[src/rtl/tpu_ctrl_pkg.sv]
// Shared types and defaults for the TPU tile sequencer and its result-window timer.
package tpu_ctrl_pkg;
  localparam int DEF_ADDRESSSIZE   = 10;
  localparam int DEF_MATRIX_SIZE   = 8;
  localparam int DEF_RELOAD_CYCLES = 1;
  localparam int DEF_PIPE_LATENCY  = 17;
  localparam int DEF_TILE_CNT_BW   = 8;
  localparam int CNT_W             = 16;

  typedef logic [DEF_ADDRESSSIZE-1:0] addr_t;

  typedef enum logic [2:0] {
    S_IDLE, S_FETCH_W, S_RELOAD, S_STREAM, S_DRAIN, S_DONE
  } seq_state_e;

  typedef enum logic [1:0] {
    T_IDLE, T_WAIT, T_WIN
  } win_phase_e;
endpackage

[src/rtl/tpu_tile_sequencer_result_window_timer.sv]
// Result-SRAM write window: waits PIPE_LATENCY cycles after launch, then
// opens a MATRIX_SIZE-cycle window reporting row index j and a last-row pulse.
module result_window_timer
  import tpu_ctrl_pkg::*;
#(
  parameter int ADDRESSSIZE  = DEF_ADDRESSSIZE,
  parameter int MATRIX_SIZE  = DEF_MATRIX_SIZE,
  parameter int PIPE_LATENCY = DEF_PIPE_LATENCY
) (
  input  logic                   clk,
  input  logic                   rstn,
  input  logic                   i_launch,
  input  logic [ADDRESSSIZE-1:0] i_base,
  output logic                   o_active,
  output logic [CNT_W-1:0]       o_j,
  output logic [ADDRESSSIZE-1:0] o_base,
  output logic                   o_done
);
  localparam logic [CNT_W-1:0] WAIT_LOAD = CNT_W'(PIPE_LATENCY > 1 ? PIPE_LATENCY - 2 : 0);
  localparam logic [CNT_W-1:0] J_LAST    = CNT_W'(MATRIX_SIZE - 1);

  win_phase_e             r_phase;
  logic [CNT_W-1:0]       r_cnt;
  logic [CNT_W-1:0]       r_j;
  logic [ADDRESSSIZE-1:0] r_pend;
  logic [ADDRESSSIZE-1:0] r_base;

  // Base is only published on window entry so the visible address holds
  // its previous value while the next tile is still in its latency wait.
  always_ff @(posedge clk) begin
    if (!rstn) begin
      r_phase <= T_IDLE;
      r_cnt   <= '0;
      r_j     <= '0;
      r_pend  <= '0;
      r_base  <= '0;
    end else begin
      case (r_phase)
        T_WAIT: begin
          if (r_cnt == '0) begin
            r_phase <= T_WIN;
            r_base  <= r_pend;
            r_j     <= '0;
          end else begin
            r_cnt <= r_cnt - CNT_W'(1);
          end
        end
        T_WIN: begin
          if (r_j == J_LAST) r_phase <= T_IDLE;
          else               r_j     <= r_j + CNT_W'(1);
        end
        default: begin
          if (i_launch) begin
            r_pend <= i_base;
            if (PIPE_LATENCY == 1) begin
              r_phase <= T_WIN;
              r_base  <= i_base;
              r_j     <= '0;
            end else begin
              r_phase <= T_WAIT;
              r_cnt   <= WAIT_LOAD;
            end
          end
        end
      endcase
    end
  end

  assign o_active = (r_phase == T_WIN);
  assign o_j      = r_j;
  assign o_base   = r_base;
  assign o_done   = o_active && (r_j == J_LAST);
endmodule

[src/rtl/tpu_tile_sequencer.sv]
// Tile sequencer: per tile pops a weight set, pulses reload, streams UB rows
// and waits for the matching result-SRAM write window before the next tile.
module tpu_tile_sequencer
  import tpu_ctrl_pkg::*;
#(
  parameter int ADDRESSSIZE   = DEF_ADDRESSSIZE,
  parameter int MATRIX_SIZE   = DEF_MATRIX_SIZE,
  parameter int RELOAD_CYCLES = DEF_RELOAD_CYCLES,
  parameter int PIPE_LATENCY  = DEF_PIPE_LATENCY,
  parameter int TILE_CNT_BW   = DEF_TILE_CNT_BW
) (
  input  logic                   clk,
  input  logic                   rstn,
  input  logic                   start,
  input  logic [TILE_CNT_BW-1:0] num_tiles,
  input  logic [ADDRESSSIZE-1:0] ub_base,
  input  logic [ADDRESSSIZE-1:0] res_base,
  input  logic                   fifo_empty,
  output logic                   fifo_read_enable,
  output logic                   we_rl,
  output logic [ADDRESSSIZE-1:0] ub_address,
  output logic                   res_write_enable,
  output logic [ADDRESSSIZE-1:0] res_address,
  output logic                   busy,
  output logic [TILE_CNT_BW-1:0] tile_idx,
  output logic                   end_
);
  localparam logic [ADDRESSSIZE-1:0] ADDR_STEP = ADDRESSSIZE'(MATRIX_SIZE);

  seq_state_e             r_state;
  logic [CNT_W-1:0]       r_cnt;
  logic [TILE_CNT_BW-1:0] r_num;
  logic [TILE_CNT_BW-1:0] r_tile;
  logic [ADDRESSSIZE-1:0] r_ub_ptr;
  logic [ADDRESSSIZE-1:0] r_res_ptr;
  logic [ADDRESSSIZE-1:0] r_ub_addr;

  logic                   w_launch;
  logic                   w_win_active;
  logic                   w_win_done;
  logic [CNT_W-1:0]       w_j;
  logic [ADDRESSSIZE-1:0] w_win_base;

  always_ff @(posedge clk) begin
    if (!rstn) begin
      r_state   <= S_IDLE;
      r_cnt     <= '0;
      r_num     <= '0;
      r_tile    <= '0;
      r_ub_ptr  <= '0;
      r_res_ptr <= '0;
      r_ub_addr <= '0;
    end else begin
      case (r_state)
        S_IDLE: begin
          if (start) begin
            r_num     <= num_tiles;
            r_ub_ptr  <= ub_base;
            r_res_ptr <= res_base;
            r_tile    <= '0;
            r_state   <= (num_tiles == '0) ? S_DONE : S_FETCH_W;
          end
        end
        S_FETCH_W: begin
          if (!fifo_empty) begin
            r_cnt   <= '0;
            r_state <= S_RELOAD;
          end
        end
        S_RELOAD: begin
          if (r_cnt == CNT_W'(RELOAD_CYCLES - 1)) begin
            r_cnt     <= '0;
            r_ub_addr <= r_ub_ptr;
            r_state   <= S_STREAM;
          end else begin
            r_cnt <= r_cnt + CNT_W'(1);
          end
        end
        S_STREAM: begin
          if (r_cnt == CNT_W'(MATRIX_SIZE - 1)) begin
            r_state <= S_DRAIN;
          end else begin
            r_cnt     <= r_cnt + CNT_W'(1);
            r_ub_addr <= r_ub_addr + ADDRESSSIZE'(1);
          end
        end
        S_DRAIN: begin
          // Next pop waits for the last result row so tiles never overlap.
          if (w_win_done) begin
            r_ub_ptr  <= r_ub_ptr + ADDR_STEP;
            r_res_ptr <= r_res_ptr + ADDR_STEP;
            if (r_tile == r_num - TILE_CNT_BW'(1)) begin
              r_state <= S_DONE;
            end else begin
              r_tile  <= r_tile + TILE_CNT_BW'(1);
              r_state <= S_FETCH_W;
            end
          end
        end
        S_DONE:  r_state <= S_IDLE;
        default: r_state <= S_IDLE;
      endcase
    end
  end

  assign w_launch = (r_state == S_STREAM) && (r_cnt == '0);

  result_window_timer #(
    .ADDRESSSIZE (ADDRESSSIZE),
    .MATRIX_SIZE (MATRIX_SIZE),
    .PIPE_LATENCY(PIPE_LATENCY)
  ) u_win (
    .clk     (clk),
    .rstn    (rstn),
    .i_launch(w_launch),
    .i_base  (r_res_ptr),
    .o_active(w_win_active),
    .o_j     (w_j),
    .o_base  (w_win_base),
    .o_done  (w_win_done)
  );

  assign fifo_read_enable = (r_state == S_FETCH_W) && !fifo_empty;
  assign we_rl            = (r_state == S_RELOAD);
  assign ub_address       = r_ub_addr;
  assign res_write_enable = w_win_active;
  assign res_address      = w_win_base + ADDRESSSIZE'(w_j);
  assign busy             = (r_state != S_IDLE);
  assign tile_idx         = r_tile;
  assign end_             = (r_state == S_DONE);
endmodule

[config.mk]
export PLATFORM = sky130hd
export DESIGN_NAME = tpu_tile_sequencer
export DESIGN_NICKNAME = d
export VERILOG_FILES = /design/src/rtl/tpu_ctrl_pkg.sv /design/src/rtl/tpu_tile_sequencer_result_window_timer.sv /design/src/rtl/tpu_tile_sequencer.sv
export SDC_FILE = /design/constraint.sdc
export NUM_CORES = 1
export LEC_CHECK = 0
export ABC_CLOCK_PERIOD_IN_PS = 7900
export CORE_MARGIN = 3
export CORE_UTILIZATION = 30
export CTS_BUF_LIST = sky130_fd_sc_hd__clkbuf_16
export DETAILED_ROUTE_END_ITERATION = 10
export PLACE_DENSITY = 0.48
export SLEW_MARGIN = 20
export SYNTH_ARGS = -nofsm -noshare
export SYNTH_HDL_FRONTEND = slang
export SYNTH_HIERARCHICAL = 1
export SYNTH_SLANG_ARGS = --single-unit
export TNS_END_PERCENT = 50
[constraint.sdc]
create_clock -name clk -period 7.9 [get_ports clk]
set_clock_uncertainty 0.2 [all_clocks]
set_input_delay 1.58 -clock clk [delete_from_list [all_inputs] [get_ports clk]]
set_output_delay 1.58 -clock clk [all_outputs]
set_load 0.01 [all_outputs]
### Yosys cells after proc, flatten, opt, wreduce, memory -nomap -nowiden

Cells that the tools add are included.

* output and inout port bits: 33
* bits in registers: 119

* reduce and logical (&&, ||, !) cells: 27
* equal/unequal tests: 21
* bitwise operators: 2
* mux-type cells: 35
* add/sub/neg operators: 9

Operator list (count)
* $mux W16: 7
* $pmux W16 S2: 2
* $mux W10: 6
* $pmux W10 S2: 3
* $pmux W16 S3: 1
* $add A16 B1 Y16 const B: 2
* $eq A16 B3 Y1 const B: 2
* $logic_not A16 Y1: 2
* $mux W8: 3
* $mux W3: 7
* $add A10 B4 Y10 const B: 2
* $reduce_and A3 Y1: 6
* $ne A2 B2 Y1 const B: 8
* $pmux W8 S2: 1
* $sub A16 B1 Y16 const B: 1
* $pmux W3 S5: 1
* $add A10 B1 Y10 const B: 1
* $add A10 B10 Y10: 1
* $reduce_bool A3 Y1: 3
* $add A8 B1 Y8 const B: 1
* $eq A8 B8 Y1: 1
* $logic_not A8 Y1: 1
* $reduce_bool A2 Y1: 4
* $sub A8 B1 Y8 const B: 1
* other kinds (16): 27

### Longest topological paths before layout

* word-level depth: 5
* depth in mapped cells: 13
* depth with buffers taken out: 12

### By module

Netlist, hierarchy kept.

Modules (own cells, without submodules)
* tpu_tile_sequencer: cells each 514, instances 1, area each 3863.7 um^2
* result_window_timer: cells each 303, instances 1, area each 2543.7 um^2

### Worst setup path before layout

OpenSTA, ideal clock, no wires.

* path kind: reg2out
* start point: reg u_win.r_j[1], in the netlist u_win/o_j[1]
* end point: out res_address[9]
* stages on the path, launching flop included: 9
* slack: 4.080 ns
* data required time: 6.120 ns
* arrival: 2.040 ns
* path buffers: 0
* cells stage by stage: dfxtp_1 -> ha_1 -> a21o_1 -> a21oi_1 -> o21bai_1 -> a2111oi_0 -> o31ai_1 -> a21oi_1 -> xnor2_1

* longest elaborated chain between the ends: 1

Ends and longest elaborated chain
* start, declared: line tpu_tile_sequencer_result_window_timer.sv:24 `logic [CNT_W-1:0] r_j;`
* start signal, assigned: line tpu_tile_sequencer_result_window_timer.sv:50 `else r_j <= r_j + CNT_W'(1);`
* $add A10 B10 Y10: line tpu_tile_sequencer.sv:127 `assign res_address = w_win_base + ADDRESSSIZE'(w_j);`
* end, declared: line tpu_tile_sequencer.sv:23 `output logic [ADDRESSSIZE-1:0] res_address,`

No other way between the ends.

### Worst setup path after layout

Same ends and word-level chain as after synthesis.

==> metrics.txt <==
via count 5721; H-tree depth 4; # rows between 50 and 60; Die Height roughly 150 µm; multi-input combinational cell area approximately 3800 µm²; max cap viols 0; Post-synth ARST share 0; Hold Crit Class register to register; synth top area cells dfxtp_1 37%, nand2_1 8.1%, a21oi_1 7.2%; initial antenna violation count 0; Seq/Total Area, Yosys 0.372; leading area contributor after synthesis dfxtp_1; worst hold slack 251 ps; WL/cell about 14 µm; CTS Buffer Depth 2; cell internal pwr 1560 µW; Placer Congestion 0.743; vias in the first global route around 5500; RSZ-0062 raised after global routing false; die area 23100 µm²; first-pass GRT wire length about 28000 µm; CP required between 6000 and 7000 ps; final antenna-violating net count 0; clk sinks around 120; Pleak 0.00283 µW; crit path cell chain ha_1 -> a21o_1 -> a21oi_1 -> o21bai_1 -> a2111oi_0 -> o31ai_1 -> a21oi_1 -> xnor2_1 -> clkdlybuf4s50_1; slowest CP cell a2111oi_0; flops & latches, synth between 100 and 150; DR pass1 iterations 5; sequential power share 0.326; ant diodes 0; Post-synth EDFFs 0; outcome complete, no violations; Net count, final 920; Clk network pwr share 0.338; CTS tree done; NetSw 869 µW; placed cell areas between 7000 and 8000 µm²; most frequent CP cell a21oi_1; PostCTS Resize Cnt 0; Critical Path Max Stage Delay approximately 600 ps; I/O pin cnt between 60 and 70; number of instances in the placed design around 1100; Mapped Area roughly 6400 µm²; Post-synth top flop dfxtp_1; Final Max Tran Viols 0; DR iter-0 viols about 270; DP Worst Slack 3220 ps; combinational fraction of design power 0.336; max frequency 199 MHz; clk root buf clkbuf_16; slew margin rel. 0.321; Filler cells ~2200; Die Width approximately 150 µm; routed wire length 16400 µm; Area Overhead vs Synth 22.9%; Final Non-Filler Cells around 1100; Mapped Nets 870; drt drc 0; clock slew at reported path FFs 50 ps; postcts setup bufs 0; total track usage 0.146; WS Path Type register to output port; crit start category register; maximum VDD drop around 0.16 mV; GRT overflow 0; Final HPWL DP approximately 12000 µm; initial core utilization 0.311; # hold bufs at CTS 0; final setup vio count 0; Synth top area share 0.372; post-synthesis cell count 817; Clk Latency, worst-skew pair between 400 and 500 ps; Synth cell types 65; syn_area_per_cell slightly below 8 µm²; CTS buffer count 17; Period minus WS final around 5000 ps; CP Capture Type output port; FF/Latch Area approximately 2400 µm²; cell area after layout roughly 8000 µm²; setup_tns 0 ps; power per standard cell area 309 nW/µm²; Sw Share 0.358; largest net degree at the start of global routing 33; worst setup margin approximately 2900 ps; Critical Path Fanout Max 5; DR vias/cell 4.98; layout cell share with drive strength beyond 1 0.0638; IO buf count between 60 and 70; final hold violation count 0; Slew @ Worst Pin between 1000 and 1500 ps; synth warn 6; critical path data arrival time roughly 3200 ps; Final Cycle Share 0.635; Core Area roughly 21000 µm²
==> worst max-delay path: cells and delay by family, from the launching register on <==
kind                       cells  cell delay (ps)
AOI/OAI and AO/OA              6             1480
buffers and inverters          1              550
DFF                            1              410
adders and majority gates      1              260
xor gates and xnor gates       1              130
==> cell usage after synthesis, types with 3 or more instances <==
library cell,instances
a2111oi_0,5
a211oi_1,6
a21oi_1,92
a22oi_1,4
a311oi_1,4
and2_1,10
and3_1,10
and4_1,3
buf_2,8
clkbuf_1,26
dfxtp_1,119
ha_1,20
inv_1,25
mux2i_1,6
nand2_1,138
nand2b_1,4
nand3_1,24
nand3b_1,5
nand4_1,16
nand4b_1,3
nor2_1,82
nor3_1,14
nor3b_1,5
nor4_1,15
nor4b_1,4
o21ai_0,35
o21bai_1,3
o22ai_1,4
o31ai_1,12
or2_2,3
or3_1,8
or4_1,8
xnor2_1,37
xor2_1,17
==> metrics by stage <==
| stage | utilization | total power (µW) |
|---|---|---|
| 2_1_floorplan | - | 1410 |
| 3_3_place_gp | 0.352 | 1620 |
| 3_5_place_dp | 0.352 | 1620 |
| 4_1_cts | 0.381 | 2460 |
| 5_1_grt | 0.382 | 2600 |
| 6_report | 0.382 | 2430 |
==> final cells by class <==
type / count / area share
multi-input cells: 634 / 0.478
clock inverters: 13 / 0.0240
repair buffers: 70 / 0.0870
clock buffers: 17 / 0.0540
well taps: 270 / 0.0429
flip-flops and latches: 119 / 0.302
inverters: 25 / 0.0119
==> cells in the final DEF, fill, tap and decap left out, types with 20 or more instances in the layout <==
cell type and instances:
xnor2_1 37, dfxtp_1 119, nor2_1 82, a21oi_1 92, nand3_1 24, ha_1 20, nand2_1 138, o21ai_0 35
inv_1 27, clkdlybuf4s50_1 64
==> metal layers <==
metal	global-route usage	vias up	wire length, µm
li1	-	2996	-
met1	0.204	2631	8260
met5	0	-	0
met2	0.225	80	7330
met3	0.0398	14	691
met4	0.0372	0	163
==> worst paths after layout <==
| check | slack (ps) | to | start | depth (start not counted) |
|---|---|---|---|---|
| max | 2880 | res_address[9] | u_win/o_j[1]$_SDFFE_PN0P_ | 9 |
| min | 250 | u_win/r_pend[0]$_SDFFE_PN0P_ | r_res_ptr[0]$_SDFFE_PN0P_ | 2 |
| max reg2reg | 4550 | u_win/r_cnt[15]$_SDFFE_PN0P_ | r_state[0]$_SDFFE_PN0P_ | 7 |
| min reg2reg | 250 | u_win/r_pend[0]$_SDFFE_PN0P_ | r_res_ptr[0]$_SDFFE_PN0P_ | 2 |
==> registers in the layout, summed over array words and instances (netlist names) <==
| name | flops |
|---|---|
| u_win/o_base | 10 |
| u_win/r_cnt | 16 |
| r_num | 8 |
| r_ub_ptr | 10 |
| u_win/r_pend | 10 |
| r_res_ptr | 10 |
| ub_address | 10 |
| u_win/o_j | 16 |
| u_win/r_phase | 2 |
| tile_idx | 8 |
| r_cnt | 16 |
| r_state | 3 |
==> cells by family (layout without fill, tap and decap cells) <==
logic type                 Yosys count  after routing  share of synthesized area
xor gates and xnor gates            54             54                     0.0738
muxes                                7              7                     0.0111
DFF                                119            119                      0.372
adders and majority gates           21             21                     0.0422
and+or+nand+nor                    366            366                      0.284
AOI/OAI and AO/OA                  186            186                      0.174
buffers and inverters               64            125                     0.0432
==> power groups by stage <==
stage | Sequential, µW | Clock, µW | Combinational [µW]
global placement | 803 | 0 | 819
global route | 813 | 870 | 922
detailed placement | 803 | 0 | 817
floorplan | 774 | 0 | 640
CTS | 792 | 842 | 824
finish | 792 | 822 | 818
(Power assumes the default switching activity.)
